### config.mk
export PLATFORM = sky130hd
export DESIGN_NAME = alu_ctrl_seq
export DESIGN_NICKNAME = d
export VERILOG_FILES = /design/src/rtl/alu_ctrl_seq.sv
export SDC_FILE = /design/constraint.sdc
export NUM_CORES = 1
export LEC_CHECK = 0
export ABC_AREA = 0
export CAP_MARGIN = 20
export CORE_UTILIZATION = 44
export CTS_CLUSTER_SIZE = 10
export DETAILED_ROUTE_END_ITERATION = 8
export PLACE_DENSITY = 0.84
export RECOVER_POWER = 100
export SLEW_MARGIN = 20
export SYNTH_ARGS = -nofsm -noshare
export SYNTH_HDL_FRONTEND = slang
export SYNTH_SLANG_ARGS = --single-unit
### constraint.sdc
create_clock -name clk_i -period 1.4 [get_ports clk_i]
set_clock_uncertainty 0.1 [all_clocks]
set_input_delay 0.21 -clock clk_i [delete_from_list [all_inputs] [get_ports clk_i]]
set_output_delay 0.21 -clock clk_i [all_outputs]
set_load 0.01 [all_outputs]
### src/rtl/alu_ctrl_seq.sv
// Registered ALU controller: decodes funct/ALUOp into an ALU code and sequences mult/div through the MDU.
// Optional feature macro: ALU_CTRL_DIV_EN (enables funct 26 as a multi-cycle div).
module alu_ctrl_seq #(
  parameter int MUL_CYCLES = 4,
  parameter int DIV_CYCLES = 32,
  parameter int CNT_W      = 6
) (
  input  logic       clk_i,
  input  logic       rst_i,
  input  logic       valid_i,
  input  logic [5:0] funct_i,
  input  logic [3:0] ALUOp_i,
  input  logic       flush_i,
  output logic       ready_o,
  output logic       valid_o,
  output logic [3:0] ALUCtrl_o,
  output logic       mdu_start_o,
  output logic       illegal_o
);

  typedef enum logic {IDLE, BUSY} state_t;

  localparam logic [3:0]       RESET_CODE = 4'b0010;
  localparam logic [CNT_W-1:0] MUL_LOAD   = CNT_W'(MUL_CYCLES - 1);
  localparam logic [CNT_W-1:0] DIV_LOAD   = CNT_W'(DIV_CYCLES - 1);

  state_t           state, state_nxt;
  logic [CNT_W-1:0] cnt, cnt_nxt;
  logic [3:0]       ctrl, ctrl_nxt;
  logic             valid, valid_nxt;
  logic             illegal, illegal_nxt;
  logic             start, start_nxt;

  logic [3:0] dec_code;
  logic       dec_illegal, dec_mul, dec_div;

  // NOTE: every always_comb output gets a default first so no path leaves it unassigned (no latch).
  always_comb begin
    dec_code    = 4'b0010;
    dec_illegal = 1'b0;
    dec_mul     = 1'b0;
    dec_div     = 1'b0;
    if (ALUOp_i == 4'b0010) begin
      case (funct_i)
        6'd32: dec_code = 4'b0010;
        6'd34: dec_code = 4'b0110;
        6'd36: dec_code = 4'b0000;
        6'd37: dec_code = 4'b0001;
        6'd42: dec_code = 4'b0111;
        6'd0:  dec_code = 4'b0011;
        6'd6:  dec_code = 4'b0100;
        6'd24: begin dec_code = 4'b1100; dec_mul = 1'b1; end
`ifdef ALU_CTRL_DIV_EN
        6'd26: begin dec_code = 4'b1101; dec_div = 1'b1; end
`endif
        default: dec_illegal = 1'b1;
      endcase
    end else begin
      case (ALUOp_i)
        4'b0000, 4'b0111, 4'b1010: dec_code = 4'b0010;
        4'b0001:                   dec_code = 4'b0110;
        4'b0101, 4'b1000:          dec_code = 4'b1111;
        4'b0110:                   dec_code = 4'b0111;
        4'b0011:                   dec_code = 4'b0101;
        4'b0100:                   dec_code = 4'b0001;
        4'b1011:                   dec_code = 4'b1000;
        4'b1001:                   dec_code = 4'b1010;
        default:                   dec_illegal = 1'b1;
      endcase
    end
  end

  assign ready_o = (state == IDLE);

  always_comb begin
    state_nxt   = state;
    cnt_nxt     = cnt;
    ctrl_nxt    = ctrl;
    valid_nxt   = 1'b0;
    illegal_nxt = 1'b0;
    start_nxt   = 1'b0;
    if (flush_i) begin
      state_nxt = IDLE;
      cnt_nxt   = '0;
      ctrl_nxt  = RESET_CODE;
    end else begin
      case (state)
        IDLE: if (valid_i) begin
          ctrl_nxt = dec_code;
          if (dec_mul || dec_div) begin
            start_nxt = 1'b1;
            cnt_nxt   = dec_div ? DIV_LOAD : MUL_LOAD;
            state_nxt = BUSY;
          end else begin
            valid_nxt   = 1'b1;
            illegal_nxt = dec_illegal;
          end
        end
        BUSY: begin
          // Finish on the edge where the counter decrements to zero, so valid lands in cycle k+N.
          cnt_nxt = cnt - CNT_W'(1);
          if (cnt == CNT_W'(1)) begin
            valid_nxt = 1'b1;
            state_nxt = IDLE;
          end
        end
        default: state_nxt = IDLE;
      endcase
    end
  end

  // NOTE: sequential state uses non-blocking assignments so all registers update together at the edge.
  always_ff @(posedge clk_i) begin
    if (rst_i) begin
      state   <= IDLE;
      cnt     <= '0;
      ctrl    <= RESET_CODE;
      valid   <= 1'b0;
      illegal <= 1'b0;
      start   <= 1'b0;
    end else begin
      state   <= state_nxt;
      cnt     <= cnt_nxt;
      ctrl    <= ctrl_nxt;
      valid   <= valid_nxt;
      illegal <= illegal_nxt;
      start   <= start_nxt;
    end
  end

  assign valid_o     = valid;
  assign ALUCtrl_o   = ctrl;
  assign mdu_start_o = start;
  assign illegal_o   = illegal;

endmodule

==> run summary <==
vias per cell -> 5.74
share of layout cells above drive strength 1 -> 0.358
CP endpoint -> illegal_o
Switching Fraction -> 0.254
syn_area_per_cell -> 8.09 µm²
Max Clock Freq -> 0.738 GHz
final wirelength -> 2580 µm
FF-to-FF setup slack -> 0.09 ns
via count -> 1085
Die X -> 48.2 µm
PortBufs -> 21
Netlist cell types -> 45
routed len/inst -> 13.6 µm
Initial Util -> 0.473
post-synth net total -> 132
IR Drop Worst-Case VDD -> 0.437 mV
Placed Area -> 1350 µm²
leakage power -> 0.597 nW
R2R Path End -> cnt[4]
number of antenna violations at the first check in global routing -> 0
H-tree depth -> 1
status -> completed
Synth top area share -> 0.299
# fillers -> 142
drc violations -> 0
Pre-Repair DR Iteration Count -> 5
gpl congestion -> 0.793
count leader, synth -> dfxtp_1
Critical Path Fanout Max -> 4
worst slew pin tran -> 0.414 ns
Syn Inst Count -> 116
Gate power share -> 0.231
Detailed Place HPWL -> 1920 µm
post-route minimum period -> 1.35 ns
Worst Setup Path Type -> in2reg
Area Growth Syn to Fin -> 55.2%
endpoints failing setup -> 0
Main synth FF type -> dfxtp_1
Startpoint Class -> input port
die area -> 2320 µm²
Critical-path top delay cell -> or4b_4
register area share after synthesis -> 0.299
CTS buffer count -> 3
Cells on Worst Hold Path -> 4
Internal Power -> 0.000674 W
gr ovfl total -> 0
Yosys reg bits -> 14
Synth area leader -> dfxtp_1
clock root buffer -> clkbuf_4
Die H -> 48.2 µm
Initial DRC Count -> 36
Post-Synthesis Cell Area -> 938 µm²
CP Data Arrival Time -> 1.46 ns
Layout Utilization -> 0.735
Clk Latency, worst-skew pair -> 0.28 ns
share of total power in the clock network -> 0.320
Reg2Reg Depth -> 4
final hold violation count -> 0
worst rel slew slack -> 0.721
CTS tree -> yes
Detail Route Antenna Nets -> 0
switching pwr -> 0.000230 W
nets -> 179
Max Cap Viol -> 0
Power, Total -> 0.000904 W
Clock Sinks -> 14
CP Launch Point -> ALUOp_i[2]
Std-Cell Rows -> 16
vias in the first global route -> 970
WHS -> 0.284 ns
total track usage -> 0.230
clock buffer depth -> 2
unrepaired setup endpoints after global routing -> yes
CP Capture Type -> flip-flop
register share of total power -> 0.450
largest net degree at the start of global routing -> 10
Worst Path Required -> 1.51 ns
diode count -> 0
Power per Cell Area -> 621 nW/µm²
Max stage delay on crit path -> 0.57 ns
core area -> 1980 µm²
HP Class -> in2reg
cell area after layout -> 1460 µm²
first-pass GRT wire length -> 3790 µm
r2r startpoint -> state
Async S/R FF share, synth -> 0
number of synthesized flops with an enable pin -> 0
Synthesis Warnings -> 0
Synth top cells by count -> dfxtp_1, a21oi_1, nor2_1, nand2_1
worst-path cell chain -> clkdlybuf4s15_2 > or4b_4 > a31oi_1 > nand4_1 > a211oi_2
Ports -> 22
Synth area leaders -> dfxtp_1, a21oi_1, nor4bb_1
fin crit share -> 0.968
Final Max Slew Viols -> 0
Clk pin slew, worst setup/hold paths -> 0.08 ns
## how the worst min path moves through the flow
stage,to,start
6_report,state,valid_i
5_1_grt,state,valid_i
4_1_cts,ALUCtrl_o[0],ALUOp_i[0]
3_5_place_dp,cnt[5],cnt[5]
3_3_place_gp,cnt[5],cnt[5]
2_1_floorplan,state,flush_i
## metal layers
| metal | vias up | share of wire | track usage |
|---|---|---|---|
| li1 | 530 | - | - |
| met1 | 494 | 0.42 | 0.252 |
| met2 | 53 | 0.51 | 0.421 |
| met3 | 8 | 0.054 | 0.0556 |
| met4 | 0 | 0.021 | 0.0889 |
| met5 | - | 0 | 0 |
## what timing repair did
action | CTS | global route
pin swaps | 7 | 5
hold endpoints to repair | 0 | 0
cloned | 0 | 0
hold buffers | 0 | 0
setup endpoints to repair | 22 | 9
buffers inserted | 1 | 1
gates resized for setup | 30 | 10
## power groups by stage
stage          clock (W)  sequential, W  combinational, W
4_1_cts         0.000289       0.000406          0.000200
6_report        0.000289       0.000406          0.000209
2_1_floorplan          0       0.000419         0.0000934
3_3_place_gp           0       0.000416          0.000200
3_5_place_dp           0       0.000416          0.000205
5_1_grt         0.000308       0.000407          0.000227
## state kept, by name (all words and copies together) (netlist names)
signal	count
state	1
cnt	6
mdu_start_o	1
ALUCtrl_o	4
valid_o	1
illegal_o	1
## per-stage QoR
step	std cells	TNS, ns	setup slack (ns)
after floorplan	116	-0.181	-0.0711
after global placement	183	-5.27	-0.474
after detailed placement	183	-6.17	-0.606
after CTS	188	-0.0153	-0.0153
after global routing	189	-0.00910	-0.00910
final	189	0	0.0455
## critical path: cells and delay by family
| family | cells | cell delay, ns |
|---|---|---|
| AND/OR/NAND/NOR | 2 | 0.70 |
| AO/OA/AOI/OAI | 2 | 0.35 |
| buffers and inverters | 1 | 0.20 |
## placed cells by master, fill, tap and decap left out, drive strengths merged, types with 3 or more instances in the layout
cell type / synthesis / layout
nand3b: 3 / 3
nand2b: 4 / 4
nor2: 10 / 10
and3: 3 / 3
nand2: 7 / 7
buf: 5 / 30
a31oi: 3 / 3
dfxtp: 14 / 14
inv: 3 / 3
nand3: 3 / 3
o21ai: 4 / 4
clkdlybuf4s15: 0 / 3
o31ai: 3 / 3
dlygate4sd2: 0 / 13
nor4bb: 4 / 4
a21oi: 10 / 10
clkbuf: 4 / 5
or2: 4 / 4
nor2b: 4 / 4
## area by class of cell
| class | instances | area [µm²] | area share |
|---|---|---|---|
| Clock buffer | 4 | 36.3 | 0.0249 |
| Inverter | 3 | 11.3 | 0.00773 |
| Multi-Input combinational cell | 90 | 668 | 0.459 |
| Sequential cell | 14 | 282 | 0.193 |
| Tap cell | 27 | 33.8 | 0.0232 |
| Timing Repair Buffer | 51 | 425 | 0.292 |
## cells by family (layout without fill, tap and decap cells)
logic type               after synthesis  in the layout  share of synthesized area
AO/OA/AOI/OAI                         33             33                      0.253
adder cells (fa/ha/maj)                2              2                     0.0267
multiplexers                           1              1                     0.0107
flip-flops                            14             14                      0.299
buffers and inverters                 12             58                     0.0613
AND/OR/NAND/NOR                       54             54                      0.349
Power figures use the tool's default switching activity.
